$ cat config.mk
export PLATFORM = sky130hd
export DESIGN_NAME = gnr_attractor_ctrl
export DESIGN_NICKNAME = d
export VERILOG_FILES = /design/src/rtl/gnr_attractor_ctrl_pkg.sv /design/src/rtl/gnr_vec_cmp.sv /design/src/rtl/gnr_attractor_ctrl.sv
export SDC_FILE = /design/constraint.sdc
export NUM_CORES = 1
export LEC_CHECK = 0
export CAP_MARGIN = 30
export CORE_ASPECT_RATIO = 0.6
export CORE_MARGIN = 4
export CORE_UTILIZATION = 30
export CTS_BUF_LIST = sky130_fd_sc_hd__clkbuf_8
export CTS_CLUSTER_SIZE = 28
export DETAILED_ROUTE_END_ITERATION = 10
export SETUP_SLACK_MARGIN = 0.3
export SYNTH_ARGS = -nofsm -noshare
export SYNTH_HDL_FRONTEND = slang
export SYNTH_SLANG_ARGS = --single-unit
export TNS_END_PERCENT = 10
$ cat constraint.sdc
create_clock -name clk -period 6.5 [get_ports clk]
set_clock_uncertainty 0.15 [all_clocks]
set_input_delay 0.975 -clock clk [delete_from_list [all_inputs] [get_ports clk]]
set_output_delay 0.975 -clock clk [all_outputs]
set_load 0.005 [all_outputs]
$ cat src/rtl/gnr_attractor_ctrl_pkg.sv
// Shared types and defaults for the gene-regulatory-network attractor sequencer.
package gnr_attractor_ctrl_pkg;

  typedef enum logic [2:0] {
    ST_IDLE   = 3'd0,
    ST_LOAD   = 3'd1,
    ST_SEARCH = 3'd2,
    ST_PERIOD = 3'd3,
    ST_DONE   = 3'd4
  } state_e;

  localparam int          CNT_W_DEF     = 16;
  localparam logic [15:0] MAX_STEPS_DEF = 16'hFFFF;

  // A meet is only legal on an even, nonzero step count.
  function automatic logic even_nonzero(input logic [CNT_W_DEF-1:0] cnt);
    return (cnt != '0) && !cnt[0];
  endfunction

endpackage

$ cat src/rtl/gnr_vec_cmp.sv
// Equality comparator between the slow and fast trajectory state vectors.
module gnr_vec_cmp #(
  parameter int N_NODES = 8
) (
  input  logic [N_NODES-1:0] a_vec,
  input  logic [N_NODES-1:0] b_vec,
  output logic               eq
);

  assign eq = (a_vec == b_vec);

endmodule

$ cat src/rtl/gnr_attractor_ctrl.sv
// Floyd tortoise/hare sequencer: loads the node cells, searches for a meet,
// then freezes the slow copy and steps the fast copy to measure the period.
module gnr_attractor_ctrl
  import gnr_attractor_ctrl_pkg::*;
#(
  parameter int               N_NODES   = 8,
  parameter int               CNT_W     = CNT_W_DEF,
  parameter logic [CNT_W-1:0] MAX_STEPS = CNT_W'(MAX_STEPS_DEF)
) (
  input  logic               clk,
  input  logic               rst,
  input  logic               start,
  input  logic               abort,
  input  logic [N_NODES-1:0] init_vec,
  input  logic [N_NODES-1:0] s0_vec,
  input  logic [N_NODES-1:0] s1_vec,
  output logic               reset_nos,
  output logic [N_NODES-1:0] init_state,
  output logic               start_s0,
  output logic               start_s1,
  output logic               busy,
  output logic               done,
  output logic               timeout,
  output logic [CNT_W-1:0]   meet_steps,
  output logic [CNT_W-1:0]   period,
  output logic [2:0]         dbg_state,
  output logic [CNT_W-1:0]   dbg_step_cnt
);

  state_e             state_q, state_d;
  logic               reset_nos_q, reset_nos_d;
  logic               start_s0_q, start_s0_d;
  logic               start_s1_q, start_s1_d;
  logic [N_NODES-1:0] init_state_q, init_state_d;
  logic               timeout_q, timeout_d;
  logic [CNT_W-1:0]   meet_steps_q, meet_steps_d;
  logic [CNT_W-1:0]   period_q, period_d;
  logic [CNT_W-1:0]   step_cnt_q, step_cnt_d;
  logic [CNT_W-1:0]   per_cnt_q, per_cnt_d;
  logic [CNT_W-1:0]   step_inc, per_inc;
  logic               vec_eq;
  logic               step_even_nz;

  gnr_vec_cmp #(.N_NODES(N_NODES)) u_cmp (
    .a_vec (s0_vec),
    .b_vec (s1_vec),
    .eq    (vec_eq)
  );

  assign step_inc     = (step_cnt_q == MAX_STEPS) ? step_cnt_q : step_cnt_q + CNT_W'(1);
  assign per_inc      = (per_cnt_q == MAX_STEPS) ? per_cnt_q : per_cnt_q + CNT_W'(1);
  assign step_even_nz = (step_cnt_q != '0) && !step_cnt_q[0];

  // Strobes are registered: a strobe high during a cycle is consumed by the
  // node cells at the closing clock edge, so a cycle with a strobe in flight
  // only counts it, and s0/s1 are compared in the following strobe-free cycle.
  always_comb begin
    state_d      = state_q;
    reset_nos_d  = 1'b0;
    start_s0_d   = 1'b0;
    start_s1_d   = 1'b0;
    init_state_d = init_state_q;
    timeout_d    = timeout_q;
    meet_steps_d = meet_steps_q;
    period_d     = period_q;
    step_cnt_d   = step_cnt_q;
    per_cnt_d    = per_cnt_q;

    if (abort) begin
      state_d = ST_IDLE;
    end else begin
      unique case (state_q)
        ST_IDLE, ST_DONE: begin
          if (start) begin
            init_state_d = init_vec;
            step_cnt_d   = '0;
            per_cnt_d    = '0;
            timeout_d    = 1'b0;
            meet_steps_d = '0;
            period_d     = '0;
            reset_nos_d  = 1'b1;
            state_d      = ST_LOAD;
          end
        end
        ST_LOAD: begin
          // Step 0 can never meet, so the first step is issued straight away.
          state_d    = ST_SEARCH;
          step_cnt_d = '0;
          if (MAX_STEPS != '0) begin
            start_s0_d = 1'b1;
            start_s1_d = 1'b1;
          end
        end
        ST_SEARCH: begin
          if (start_s1_q) begin
            step_cnt_d = step_inc;
            if (step_inc[0] && (step_inc != MAX_STEPS)) begin
              start_s0_d = 1'b1;
              start_s1_d = 1'b1;
            end
          end else if (step_even_nz && vec_eq) begin
            meet_steps_d = step_cnt_q;
            per_cnt_d    = '0;
            state_d      = ST_PERIOD;
            if (MAX_STEPS != '0) start_s1_d = 1'b1;
          end else if (step_cnt_q == MAX_STEPS) begin
            timeout_d = 1'b1;
            state_d   = ST_DONE;
          end else begin
            start_s0_d = 1'b1;
            start_s1_d = 1'b1;
          end
        end
        ST_PERIOD: begin
          if (start_s1_q) begin
            per_cnt_d = per_inc;
          end else if ((per_cnt_q != '0) && vec_eq) begin
            period_d = per_cnt_q;
            state_d  = ST_DONE;
          end else if (per_cnt_q == MAX_STEPS) begin
            timeout_d = 1'b1;
            state_d   = ST_DONE;
          end else begin
            start_s1_d = 1'b1;
          end
        end
        default: state_d = ST_IDLE;
      endcase
    end
  end

  always_ff @(posedge clk or negedge rst) begin
    if (!rst) begin
      state_q      <= ST_IDLE;
      reset_nos_q  <= 1'b0;
      start_s0_q   <= 1'b0;
      start_s1_q   <= 1'b0;
      init_state_q <= '0;
      timeout_q    <= 1'b0;
      meet_steps_q <= '0;
      period_q     <= '0;
      step_cnt_q   <= '0;
      per_cnt_q    <= '0;
    end else begin
      state_q      <= state_d;
      reset_nos_q  <= reset_nos_d;
      start_s0_q   <= start_s0_d;
      start_s1_q   <= start_s1_d;
      init_state_q <= init_state_d;
      timeout_q    <= timeout_d;
      meet_steps_q <= meet_steps_d;
      period_q     <= period_d;
      step_cnt_q   <= step_cnt_d;
      per_cnt_q    <= per_cnt_d;
    end
  end

  assign reset_nos    = reset_nos_q;
  assign start_s0     = start_s0_q;
  assign start_s1     = start_s1_q;
  assign init_state   = init_state_q;
  assign timeout      = timeout_q;
  assign meet_steps   = meet_steps_q;
  assign period       = period_q;
  assign busy         = (state_q == ST_LOAD) || (state_q == ST_SEARCH) || (state_q == ST_PERIOD);
  assign done         = (state_q == ST_DONE);
  assign dbg_state    = state_q;
  assign dbg_step_cnt = step_cnt_q;

endmodule

==> results of run 1 <==
==> registers in the layout, summed over array words and instances, names as in the netlist <==
register	flops
dbg_state	3
reset_nos	1
init_state	8
meet_steps	16
timeout	1
start_s1	1
dbg_step_cnt	16
period	16
per_cnt_q	16
start_s0	1
==> how the worst max path moves through the flow <==
stage                               to      start
final                     per_cnt_q[8]  s1_vec[5]
after global routing      per_cnt_q[8]  s1_vec[1]
after CTS                 per_cnt_q[8]  s1_vec[5]
after detailed placement  per_cnt_q[8]  s0_vec[5]
after global placement       period[3]  s1_vec[2]
after floorplan           per_cnt_q[6]  s1_vec[5]
==> power groups by stage <==
| stage | clock network [mW] | logic, mW | registers (mW) |
|---|---|---|---|
| 6_report | 0.377 | 0.400 | 0.593 |
| 5_1_grt | 0.412 | 0.444 | 0.602 |
| 4_1_cts | 0.390 | 0.402 | 0.592 |
| 3_5_place_dp | 0 | 0.398 | 0.599 |
| 3_3_place_gp | 0 | 0.391 | 0.597 |
| 2_1_floorplan | 0 | 0.217 | 0.572 |
==> placed cells by master, fill, tap and decap left out, types with 2 or more instances in the layout <==
master	count
a2111oi_0	2
a21oi_1	18
a22o_1	18
a31oi_1	6
a41oi_1	3
and2_1	6
and3_1	4
buf_4	3
clkbuf_8	9
clkdlybuf4s50_1	91
dfrtp_1	79
ha_1	4
inv_1	31
inv_6	3
mux2_2	8
nand2_1	36
nand2b_1	6
nand3_1	36
nand4_1	13
nor2_1	37
nor2b_1	3
nor3_1	10
nor3_2	2
nor4_1	9
nor4_2	3
nor4b_1	2
o211ai_1	2
o21ai_0	36
o21ai_1	4
o22ai_1	3
o31ai_1	7
or3_1	3
or4_4	2
xnor2_1	8
xor2_1	17
==> cell families after synthesis <==
kind of cell / Yosys count / share of synthesized area
AOI/OAI and AO/OA: 111 / 0.169
xor gates and xnor gates: 25 / 0.0510
adders and majority gates: 4 / 0.0117
buffers and inverters: 66 / 0.0630
DFF: 79 / 0.461
muxes: 9 / 0.0233
and+or+nand+nor: 179 / 0.221
==> metal layers <==
layer,GRT usage,vias to the layer above,part of all wire
met5,0,-,0
met4,0.0416,0,0.012
met3,0.0576,12,0.11
met2,0.202,183,0.37
met1,0.243,1804,0.51
li1,-,1848,-
==> final cells by class <==
class	instances	area (um^2)	area share
clock buffer	9	124	0.0223
inverter	31	116	0.0209
sequential	79	1980	0.355
timing repair buffer	96	976	0.175
multi-input combinational	328	2050	0.369
tap	192	240	0.0432
clock inverter	7	77.6	0.0139
==> cell usage after synthesis (8+ instances only) <==
master,count,share of area
a21oi_1,19,0.022
mux2_2,8,0.021
xnor2_1,8,0.016
nor2_1,37,0.032
nand3_1,36,0.042
clkbuf_1,19,0.017
a22o_1,18,0.037
nor3_1,11,0.013
nand4_1,13,0.019
dfrtp_1,79,0.46
nand2_1,36,0.031
nor4_1,9,0.013
o21ai_0,36,0.042
buf_2,11,0.013
inv_1,31,0.027
xor2_1,17,0.035
==> stage by stage <==
stage          cells  setup slack [ps]  total power, mW  hold WS, ps
5_1_grt          742              2870             1.46          325
4_1_cts          742              3030             1.38          318
3_5_place_dp     726              2650            0.997          345
6_report         742              2980             1.37          328
3_3_place_gp     724              2550            0.988          342
2_1_floorplan    473              3480            0.789          338
==> reports/qor.yml, run 1 <==
floorplan:
  die_area_um2: 16300
  initial_utilization: 0.310
  core_um2: 13800
  die_y_um: 101
  fp.dieW_um: 162
  num_rows: 33
  io_pins: 93
worst_setup_path:
  start_kind: "input port"
  max_stage_delay_ps: 720
  crit_type: "in2reg"
  cp_slowest_cell: "or4b_1"
  endpoint_kind: "flop"
  reg2reg_depth: 8
  crit_buf_inv: 1
  reg2reg_from: "dbg_step_cnt[0]"
  crit_cells: 8
  reg2reg_to: "start_s0"
  crit_family: "simple AND/OR/NAND/NOR gates"
  path_cells: "clkdlybuf4s50_1 -> xor2_1 -> nor4_2 -> a31oi_2 -> or4b_1 -> nor3_1 -> xnor2_1 -> nor2_1"
  crit_fanout: 7
  r2r_setup_slack_ps: 3090
  worstPathArrival_ps: 3570
  crit_required_ps: 6560
power_and_ir_drop:
  intPower_mw: 0.904
  power_leakage_nw: 2.17
  netSwitchingFraction: 0.340
  power.density_nw_per_um2: 246
  netSwitchingPower_mw: 0.465
  power.share.clock: 0.275
  combinationalPowerShare: 0.292
  seqPwrFrac: 0.433
  peakVddDrop_mv: 0.136
route:
  first_pass_iters: 5
  vias: 3847
  wl_per_cell_um: 17.0
  drc: 0
  routed_via_density: 5.18
  totalWireLength_mm: 12.6
  ant_nets: 0
  drt-initial-drc-count: 473
yosys:
  syn_area_um2: 4290
  synth_edf_count: 0
  syn-num-nets: 505
  synth_cell_type_count: 54
  ys_seq_elements: 79
  ys.flop_type: "dfrtp_1"
  syn_avg_cell_area_um2: 9.07
  ys_warn_count: 0
  synth_seq_area_share: 0.461
  async_reset_ff_frac: 1.00
  syn_inst: 473
global_route:
  grt_pass1_wl_mm: 20.3
  grt_pass1_vias: 3632
  grt-ovfl-total: 0
  grt_antenna_before_repair: 0
  grt_start_max_net_pins: 65
  grt_usage: 0.157
layout:
  layout-drive-gt1-share: 0.0764
  n_antenna_cell: 0
  nFillCells: 1379
  fin_area_um2: 5560
  finalNetCount: 577
  area_growth_pct: 29.7
  final_core_util: 0.402
sta:
  setup_violations: 0
  finalCriticalPeriod_ps: 3520
  slew_violations: 0
  tns_ps: 0
  maxSlewHeadroom: 0.314
  tightestPinTransition_ps: 1020
  grt_setup_unrepaired: "false"
  period_share: 0.541
  finalHoldViolCount: 0
  max_freq_ghz: 0.284
cts:
  postCtsHoldBufs: 0
  numCtsBuffers: 9
  clk_pin_slew_ps: 90
  cts_buffer_depth: 2
  ctsResizeCount: 0
  postCtsSetupBuffers: 0
  clock_sinks: 79
  clock_latency_ps: 360
  cts_tree: "yes"
  htree_num_levels: 3
  cts-root-buf: "clkbuf_8"
place:
  place_area_um2: 5360
  hpwl_mm: 9.43
  place_congestion: 0.904
  io_buffers: 92
job:
  cap_violations: 0
status:
  status: "finished clean"
hold_path:
  min-delay-path-class: "in2async"
No activity file was read; power rests on OpenSTA's default activity.
==> run 2, diff against run 1 <==
==> constraint.sdc (replaced) <==
create_clock -name clk -period 2.9 [get_ports clk]
set_clock_uncertainty 0.15 [all_clocks]
set_input_delay 0.435 -clock clk [delete_from_list [all_inputs] [get_ports clk]]
set_output_delay 0.435 -clock clk [all_outputs]
set_load 0.005 [all_outputs]
==> run 2 against run 1 <==
The run now ends with hold timing left. Total power rose by 140%. Clock power rose by 130%. Via count rose by 9.2%. First-iteration DRC count fell by 35%. Critical path type is now reg2reg. Critical endpoint is now start_s0. Largest cell class unchanged.
==> reports/qor.yml, run 2 (synthesis results as in run 1) <==
sta:
  finalCriticalPeriod_ps: 2650
  grt_setup_unrepaired: "true"  # was false
  maxSlewHeadroom: 0.501  # was 0.314
  tightestPinTransition_ps: 749  # was 1020 ps
  slew_violations: 0  # unchanged
  holdWs_ps: -23.8  # was 328 ps
  setup_violations: 0  # unchanged
  period_share: 0.913
  finalHoldViolCount: 31  # was 0
  max_freq_ghz: 0.378
cts:
  clk_pin_slew_ps: 100  # was 90 ps
  cts_tree: "yes"  # unchanged
  clock_latency_ps: 360  # about the same
  numCtsBuffers: 9  # unchanged
  cts-root-buf: "clkbuf_8"  # unchanged
  cts_buffer_depth: 2  # unchanged
  clock_sinks: 79  # unchanged
  htree_num_levels: 3  # unchanged
global_route:
  grt_pass1_vias: 4006  # was 3632
  grt_pass1_wl_mm: 22.5  # was 20.3 mm
  grt-ovfl-total: 0  # unchanged
  grt_antenna_before_repair: 0  # unchanged
  grt_start_max_net_pins: 55  # was 65
  grt_usage: 0.176  # was 0.157
floorplan:
  initial_utilization: 0.310  # unchanged
  num_rows: 33  # unchanged
  die_area_um2: 16300  # unchanged
  io_pins: 93  # unchanged
  fp.dieW_um: 162  # unchanged
  core_um2: 13800  # unchanged
  die_y_um: 101  # unchanged
layout:
  final_core_util: 0.455  # was 0.402
  finalNetCount: 643  # was 577
  layout-drive-gt1-share: 0.218  # was 0.0764
  n_antenna_cell: 0  # unchanged
  nFillCells: 1327  # was 1379
  final_cell_mix: "clkdlybuf4s50_1, dfrtp_1, buf_4"  # was clkdlybuf4s50_1, dfrtp_1, nor2_1
  area_growth_pct: 46.8  # was 29.7%
  mostFrequentLayoutCell: "clkdlybuf4s50_1"  # unchanged
route:
  ant_nets: 0  # unchanged
  totalWireLength_mm: 14.6  # was 12.6 mm
  drt-initial-drc-count: 308  # was 473
  first_pass_iters: 5  # unchanged
  vias: 4202  # was 3847
  wl_per_cell_um: 18.1  # was 17.0 um
  drc: 0  # unchanged
  routed_via_density: 5.20  # was 5.18
worst_setup_path:
  max_stage_delay_ps: 700  # was 720 ps
  endpoint_kind: "flop"  # unchanged
  crit_family: "simple AND/OR/NAND/NOR gates"  # unchanged
  path_cells: "nand4_1 -> or4_4 -> a211o_1 -> o31ai_1 -> nand4_1 -> o211ai_2 -> a21oi_2"  # was clkdlybuf4s50_1 -> xor2_1 -> nor4_2 -> a31oi_2 -> or4b_1 -> nor3_1 -> xnor2_1 -> nor2_1
  crit_required_ps: 3000  # was 6560 ps
  reg2reg_depth: 7  # was 8
  reg2reg_from: "dbg_step_cnt[13]"  # was dbg_step_cnt[0]
  cp_slowest_cell: "or4_4"  # was or4b_1
  r2r_setup_slack_ps: 250  # was 3090 ps
  reg2reg_to: "start_s0"  # unchanged
  crit_buf_inv: 0  # was 1
  crit_cells: 7  # was 8
  worstPathArrival_ps: 2740  # was 3570 ps
  critical_path.startpoint: "dbg_step_cnt[13]"  # was s1_vec[5]
  start_kind: "flop"  # was input port
  crit_type: "reg2reg"  # was in2reg
  crit_end: "start_s0"  # was per_cnt_q[8]
  crit_top_cell: "nand4_1"
  crit_fanout: 9  # was 7
power_and_ir_drop:
  fin_total_pwr_mw: 3.27  # was 1.37 mW
  peakVddDrop_mv: 0.370  # was 0.136 mV
  power.density_nw_per_um2: 519  # was 246 nW/um^2
  power_leakage_nw: 2.59  # was 2.17 nW
hold_path:
  min-delay-path-class: "in2async"  # unchanged
place:
  io_buffers: 92  # unchanged
  place_congestion: 0.946  # was 0.904
  hpwl_mm: 10.7  # was 9.43 mm
job:
  cap_violations: 0  # unchanged
status:
  status: "finished with violations"  # was finished clean
  violations: "hold timing"
-- run 2: cell types whose count changed in the layout (fill, tap and decap cells not counted), moves of 4 or more --
cell | previous run | this run
buf_6 | 0 | 4
dfrtp_2 | 0 | 8
buf_4 | 3 | 63
dfrtp_1 | 79 | 71
clkdlybuf4s50_1 | 91 | 86
-- run 2: what timing repair did --
| item | 4_1_cts | 5_1_grt |
|---|---|---|
| gates resized for setup | 22 | 24 |
| endpoints found under the setup margin | 10 | 49 |
| buffers inserted | 5 | 4 |
| hold buffers | 0 | 0 |
| cloned | 0 | 2 |
| pin swaps | 11 | 15 |
-- run 2: per-layer routing --
metal | up-vias | share of wire | GRT usage
li1 | 1964 | - | -
met1 | 2027 | 0.51 | 0.275
met2 | 201 | 0.38 | 0.223
met3 | 10 | 0.11 | 0.0682
met5 | - | 0 | 0
met4 | 0 | 0.0075 | 0.0331
-- run 2: worst min-delay path by stage --
stage,start,endpoint,slack [ps],cells past startpoint
finish,rst,reset_nos,-20,1
global route,rst,reset_nos,30,1
CTS,rst,reset_nos,8,1
detailed placement,timeout,timeout,340,2
global placement,timeout,timeout,330,2
floorplan,rst,dbg_state[0],-10,0
-- run 2: final cells by class --
cell class	instances	area, um^2	area share
clock inverter	7	83.8	0.0133
inverter	31	116	0.0185
clock buffer	9	124	0.0197
sequential	79	1990	0.315
tap	192	240	0.0381
multi-input combinational	328	2230	0.354
timing repair buffer	162	1520	0.241
-- run 2: where the power goes --
| part | switching [mW] | total (mW) | internal, mW |
|---|---|---|---|
| Combinational | 0.569 | 1.10 | 0.530 |
| Clock | 0.470 | 0.885 | 0.415 |
| Sequential | 0.0848 | 1.29 | 1.20 |
| Total | 1.12 | 3.27 | 2.15 |
-- run 2: through the flow --
step | instances | worst slack, ps | cell area, um^2 | setup TNS [ps]
floorplan | 473 | 296 | 4310 | 0
global placement | 781 | -148 | 5780 | -650
detailed placement | 781 | -209 | 5780 | -1760
CTS | 802 | 293 | 6100 | 0
global route | 808 | 243 | 6300 | 0
finish | 808 | 252 | 6300 | 0
-- run 2: worst register-to-register path: stages (launching register included) --
cell      delay (ps)
dfrtp_1          450
nand4_1          260
or4_4            700
a211o_1          300
o31ai_1          120
nand4_1          210
o211ai_2         240
a21oi_2          100
